`config.mk`:
```
export PLATFORM = sky130hd
export DESIGN_NAME = imem_loader
export DESIGN_NICKNAME = d
export VERILOG_FILES = /design/src/rtl/imem_loader_pkg.sv /design/src/rtl/byte_pair_assembler.sv /design/src/rtl/imem_loader.sv
export SDC_FILE = /design/constraint.sdc
export NUM_CORES = 1
export LEC_CHECK = 0
export BUFFER_PORTS_ARGS = -buffer_cell sky130_fd_sc_hd__buf_2
export CORE_AREA = 3 3 154 119
export CTS_CLUSTER_DIAMETER = 200
export CTS_CLUSTER_SIZE = 14
export DETAILED_ROUTE_END_ITERATION = 10
export DIE_AREA = 0 0 157 122
export PLACE_DENSITY = 0.47
export SLEW_MARGIN = 20
export SYNTH_ARGS = -nofsm -noshare
export SYNTH_HDL_FRONTEND = slang
export SYNTH_SLANG_ARGS = --single-unit
export TNS_END_PERCENT = 30
```
`constraint.sdc`:
```
create_clock -name clk -period 6.95 [get_ports clk]
set_input_delay 1.39 -clock clk [delete_from_list [all_inputs] [get_ports clk]]
set_output_delay 1.39 -clock clk [all_outputs]
set_load 0.1 [all_outputs]
```
`src/rtl/imem_loader_pkg.sv`:
```
// Shared types and widths for the instruction-memory loader.
package imem_loader_pkg;

  localparam int IMEM_ADDR_W = 32;
  localparam int IMEM_DATA_W = 16;
  localparam int BYTE_W      = 8;

  typedef enum logic [2:0] {
    S_IDLE,
    S_LEN,
    S_DATA,
    S_CHK,
    S_DONE
  } state_t;

endpackage

```
`src/rtl/byte_pair_assembler.sv`:
```
// Packs accepted bytes little-endian into 16-bit words; word_valid pulses
// for one cycle after the high byte is accepted.
module byte_pair_assembler
  import imem_loader_pkg::*;
(
  input  logic                   clk,
  input  logic                   rst,
  input  logic                   clear,
  input  logic                   byte_valid,
  input  logic [BYTE_W-1:0]      byte_in,
  output logic                   word_valid,
  output logic [IMEM_DATA_W-1:0] word
);

  logic              phase_hi;
  logic [BYTE_W-1:0] low_byte;

  // NOTE: state registers use non-blocking assignments so every flop samples
  // pre-edge values regardless of process evaluation order.
  always_ff @(posedge clk) begin
    if (rst || clear) begin
      phase_hi   <= 1'b0;
      low_byte   <= '0;
      word_valid <= 1'b0;
      word       <= '0;
    end else begin
      word_valid <= 1'b0;
      if (byte_valid) begin
        if (!phase_hi) begin
          low_byte <= byte_in;
          phase_hi <= 1'b1;
        end else begin
          word       <= {byte_in, low_byte};
          word_valid <= 1'b1;
          phase_hi   <= 1'b0;
        end
      end
    end
  end

endmodule

```
`src/rtl/imem_loader.sv`:
```
// Streams a length-prefixed program into instruction memory while holding the
// CPU in reset. Define IMEM_LOADER_CHECKSUM_EN to verify a trailing XOR word.
module imem_loader
  import imem_loader_pkg::*;
#(
  parameter logic [IMEM_ADDR_W-1:0] BASE_ADDR = 32'h0000_0020
) (
  input  logic                   clk,
  input  logic                   rst,
  input  logic                   start,
  input  logic                   in_valid,
  input  logic [BYTE_W-1:0]      in_byte,
  output logic                   in_ready,
  output logic                   write_enable,
  output logic [IMEM_ADDR_W-1:0] write_addr,
  output logic [IMEM_DATA_W-1:0] write_data,
  output logic                   cpu_hold,
  output logic                   load_done,
  output logic                   load_err
);

`ifdef IMEM_LOADER_CHECKSUM_EN
  localparam state_t END_STATE = S_CHK;
`else
  localparam state_t END_STATE = S_DONE;
`endif

  state_t                 state, state_next;
  logic                   start_load;
  logic                   word_valid;
  logic [IMEM_DATA_W-1:0] word;
  logic [IMEM_DATA_W-1:0] word_idx;
  logic [IMEM_DATA_W-1:0] word_count;
  logic [IMEM_ADDR_W-1:0] addr_hold;
  logic [IMEM_DATA_W-1:0] data_hold;

  byte_pair_assembler u_asm (
    .clk        (clk),
    .rst        (rst),
    .clear      (start_load),
    .byte_valid (in_valid && in_ready),
    .byte_in    (in_byte),
    .word_valid (word_valid),
    .word       (word)
  );

  // NOTE: every output of this block gets a default first so no path leaves
  // a signal unassigned and infers a latch.
  always_comb begin
    state_next   = state;
    in_ready     = 1'b0;
    cpu_hold     = 1'b1;
    start_load   = 1'b0;
    write_enable = 1'b0;
    case (state)
      S_IDLE: begin
        if (start) begin
          state_next = S_LEN;
          start_load = 1'b1;
        end
      end
      S_LEN: begin
        in_ready = 1'b1;
        if (word_valid) state_next = (word == '0) ? END_STATE : S_DATA;
      end
      S_DATA: begin
        in_ready     = 1'b1;
        write_enable = word_valid;
        if (word_valid && (word_idx == word_count - 1'b1)) state_next = END_STATE;
      end
`ifdef IMEM_LOADER_CHECKSUM_EN
      S_CHK: begin
        in_ready = 1'b1;
        if (word_valid) state_next = S_DONE;
      end
`endif
      S_DONE: begin
        cpu_hold = 1'b0;
        if (start) begin
          state_next = S_LEN;
          start_load = 1'b1;
        end
      end
      default: state_next = S_IDLE;
    endcase
    // A byte taken on the cycle the load finishes would belong to nothing.
    if (state_next == S_DONE && state != S_DONE) in_ready = 1'b0;
  end

  assign write_addr = write_enable ? BASE_ADDR + {16'b0, word_idx} : addr_hold;
  assign write_data = write_enable ? word : data_hold;
  assign load_done  = (state == S_DONE);

  always_ff @(posedge clk) begin
    if (rst) begin
      state      <= S_IDLE;
      word_idx   <= '0;
      word_count <= '0;
      addr_hold  <= BASE_ADDR;
      data_hold  <= '0;
    end else begin
      state <= state_next;
      if (start_load) word_idx <= '0;
      if (state == S_LEN && word_valid) word_count <= word;
      if (write_enable) begin
        word_idx  <= word_idx + 1'b1;
        addr_hold <= write_addr;
        data_hold <= write_data;
      end
    end
  end

`ifdef IMEM_LOADER_CHECKSUM_EN
  logic [IMEM_DATA_W-1:0] chk_acc;
  logic                   err_q;

  always_ff @(posedge clk) begin
    if (rst) begin
      chk_acc <= '0;
      err_q   <= 1'b0;
    end else if (start_load) begin
      chk_acc <= '0;
      err_q   <= 1'b0;
    end else begin
      if (write_enable) chk_acc <= chk_acc ^ word;
      if (state == S_CHK && word_valid) err_q <= (word != chk_acc);
    end
  end

  assign load_err = err_q;
`else
  assign load_err = 1'b0;
`endif

endmodule

```
==> run_results.csv <==
group,metric,value,unit
outcome,status,"completed",
floorplan,rows,41,
detailed_routing,via_per_inst,4.82,
detailed_routing,drt-initial-drc-count,206,
critical_path,path_class,"reg2out",
clock_network,insertion_delay,370,ps
sta,finalCritPeriodShare,0.667,
clock_network,cts_buffers,9,
clock_network,clkTransAtPathRegs,80,ps
synth,synth_ff_type,"dfxtp_1",
floorplan,die_area,19200,um^2
placed_design,place_area,5460,um^2
clock_network,cts_resized,0,
synth,ys_seq_elements,109,
sta,hold_viol,0,
synth,synth-async-reset-ratio,0,
cells_and_area,area_growth,13.9,%
synth,yosysWarnings,0,
detailed_routing,drtPass1Iterations,4,
floorplan,start_util,0.302,
detailed_routing,drc,0,
clock_network,ctsHoldBuffers,0,
global_routing,grt_max_degree,85,
detailed_routing,routed-via-count,4219,
pwr,leakage,2.57,nW
clock_network,tritoncts,"built",
synth,synth_edf_count,0,
floorplan,fp.dieW,157,um
placed_design,place.gp.congestion,0.750,
synth,synth_area,5060,um^2
cells_and_area,drive_above_1_share,0.159,
detailed_routing,wl_per_cell,14.6,um
sta,fmax,216,MHz
floorplan,die_h,122,um
cells_and_area,fin_cells,875,
placed_design,dp.cells,859,
min_path,hp-class,"reg2reg",
pwr,power.total,1.19,mW
cells_and_area,final_area,5760,um^2
global_routing,track_usage,0.137,
clock_network,htree_levels,3,
sta,slew_viol_final,0,
sta,worstMarginPinSlew,1050,ps
pwr,powerDensity,206,nW/um^2
cells_and_area,n_antenna_cell,0,
synth,syn_nets,629,
floorplan,io_pins,65,
critical_path,cp.required,5560,ps
placed_design,dpl.hpwl,9140,um
detailed_routing,wl,12700,um
clock_network,clkSinkCount,109,
sta,rsz0062_at_grt,"no",
floorplan,core,16800,um^2
global_routing,antenna_found_initial,0,
cells_and_area,final_nets,670,
global_routing,grt_pass1_vias,3926,
synth,seq_area_frac_synth,0.431,
critical_path,critPathArrivalTime,3250,ps
detailed_routing,ant_nets,0,
sta,setup_violations,0,
sta,skew,12.5,ps
clock_network,post_cts_buffers,0,
sta,max_slew_margin,0.297,
run,cap_violations,0,
sta,min_period,4640,ps
critical_path,cp-start-kind,"flop",
critical_path,cp_max_fo,7,
synth,syn_area_per_cell,8.24,um^2
pwr,ir_drop,0.000101,V
synth,netlist_instances,614,
synth,yosysUniqueCellTypes,57,
placed_design,io_buffers,63,
sta,finalSetupTns,0,ps
global_routing,grt_first_pass_wirelength,20700,um
clock_network,clk_path_buf_depth,2,
global_routing,grt_remaining_overflow,0,
clock_network,root_buffer,"clkbuf_16",
cells_and_area,fin_util,0.343,
critical_path,end_kind,"output pin",
where the power goes:
group / internal [mW] / switching (mW)
combinational: 0.00961 / 0.0293
sequential: 0.626 / 0.00148
clock: 0.256 / 0.265
cell usage after synthesis, types with 6 or more instances:
cell type	number	share of area
nor3_1	9	0.0089
nand2_1	158	0.12
a21oi_1	64	0.063
nor2_1	34	0.025
nor4_1	6	0.0074
xor2_1	13	0.023
dfxtp_1	109	0.43
xnor2_1	16	0.028
nand2b_1	6	0.0074
nor2b_1	40	0.049
clkbuf_1	23	0.017
and3_1	13	0.016
inv_1	6	0.0045
nand3_1	12	0.012
o21ai_0	12	0.012
mux2i_1	29	0.057
kinds of logic (layout without fill, tap and decap cells):
logic type	after synthesis	in the layout	synth area share
simple gates	301	301	0.283
buf+inv	44	90	0.0480
compound gates	95	95	0.114
flops	109	109	0.431
other cells	1	1	0.000741
fa+ha+maj	3	3	0.00742
mux	31	31	0.0618
xor+xnor	30	30	0.0534
worst max-delay path: stages (launching register included):
cell and delay (ps):
dfxtp_1 380, inv_1 80, ha_1 310, or4b_1 520, nor4_2 280, xnor2_1 200
o211ai_2 150, nor4b_4 470, a21oi_1 160, buf_2 330
flip-flops by register name, indices dropped and copies added (netlist names):
name	flops
addr_hold	32
data_hold	16
u_asm.word	16
word_count	16
word_idx	16
u_asm.low_byte	8
state	3
u_asm.phase_hi	1
u_asm.word_valid	1
cell usage in the layout, fill, tap and decap left out, types with 4 or more instances in the layout:
cell	instances
buf_4	5
nor2_1	34
and3_1	13
nand2_1	158
inv_1	5
buf_2	63
or2_2	5
xor2_1	13
clkbuf_16	9
xnor2_1	16
nor3_1	9
dfxtp_1	109
nor4_1	6
mux2i_1	29
nand3_1	12
nor2b_1	40
o21ai_0	12
a21oi_1	64
nand4_1	4
nand2b_1	6
final timing paths:
kind | startpoint | depth (start not counted) | slack [ps] | end
worst max-delay path | word_count[0] | 9 | 2310 | in_ready
worst min-delay path | data_hold[7] | 2 | 470 | data_hold[7]
worst max register to register | word_count[0] | 9 | 3440 | u_asm.word[8]
worst min register to register | data_hold[7] | 2 | 470 | data_hold[7]
layout make-up:
cell class / count / area [um^2]
flip-flops and latches: 109 / 2180
inverters: 6 / 22.5
fillers: 1763 / 11000
clock inverters: 7 / 75.1
well taps: 215 / 269
multi-input cells: 461 / 2630
repair buffers: 68 / 353
clock buffers: 9 / 225
metrics by stage:
step / hold WS (ps) / setup slack (ps)
finish: 466 / 2310
CTS: 467 / 2290
detailed placement: 456 / 2710
global route: 485 / 2130
global placement: 452 / 2760
floorplan: 440 / 1980
layer usage:
metal | global-route usage | part of all wire | vias to the layer above
met1 | 0.197 | 0.52 | 2013
met5 | 0 | 0 | -
met3 | 0.0316 | 0.036 | 10
met4 | 0.0459 | 0.013 | 0
met2 | 0.202 | 0.43 | 61
li1 | - | - | 2135
Note: power is estimated with default switching activity, not from simulation.
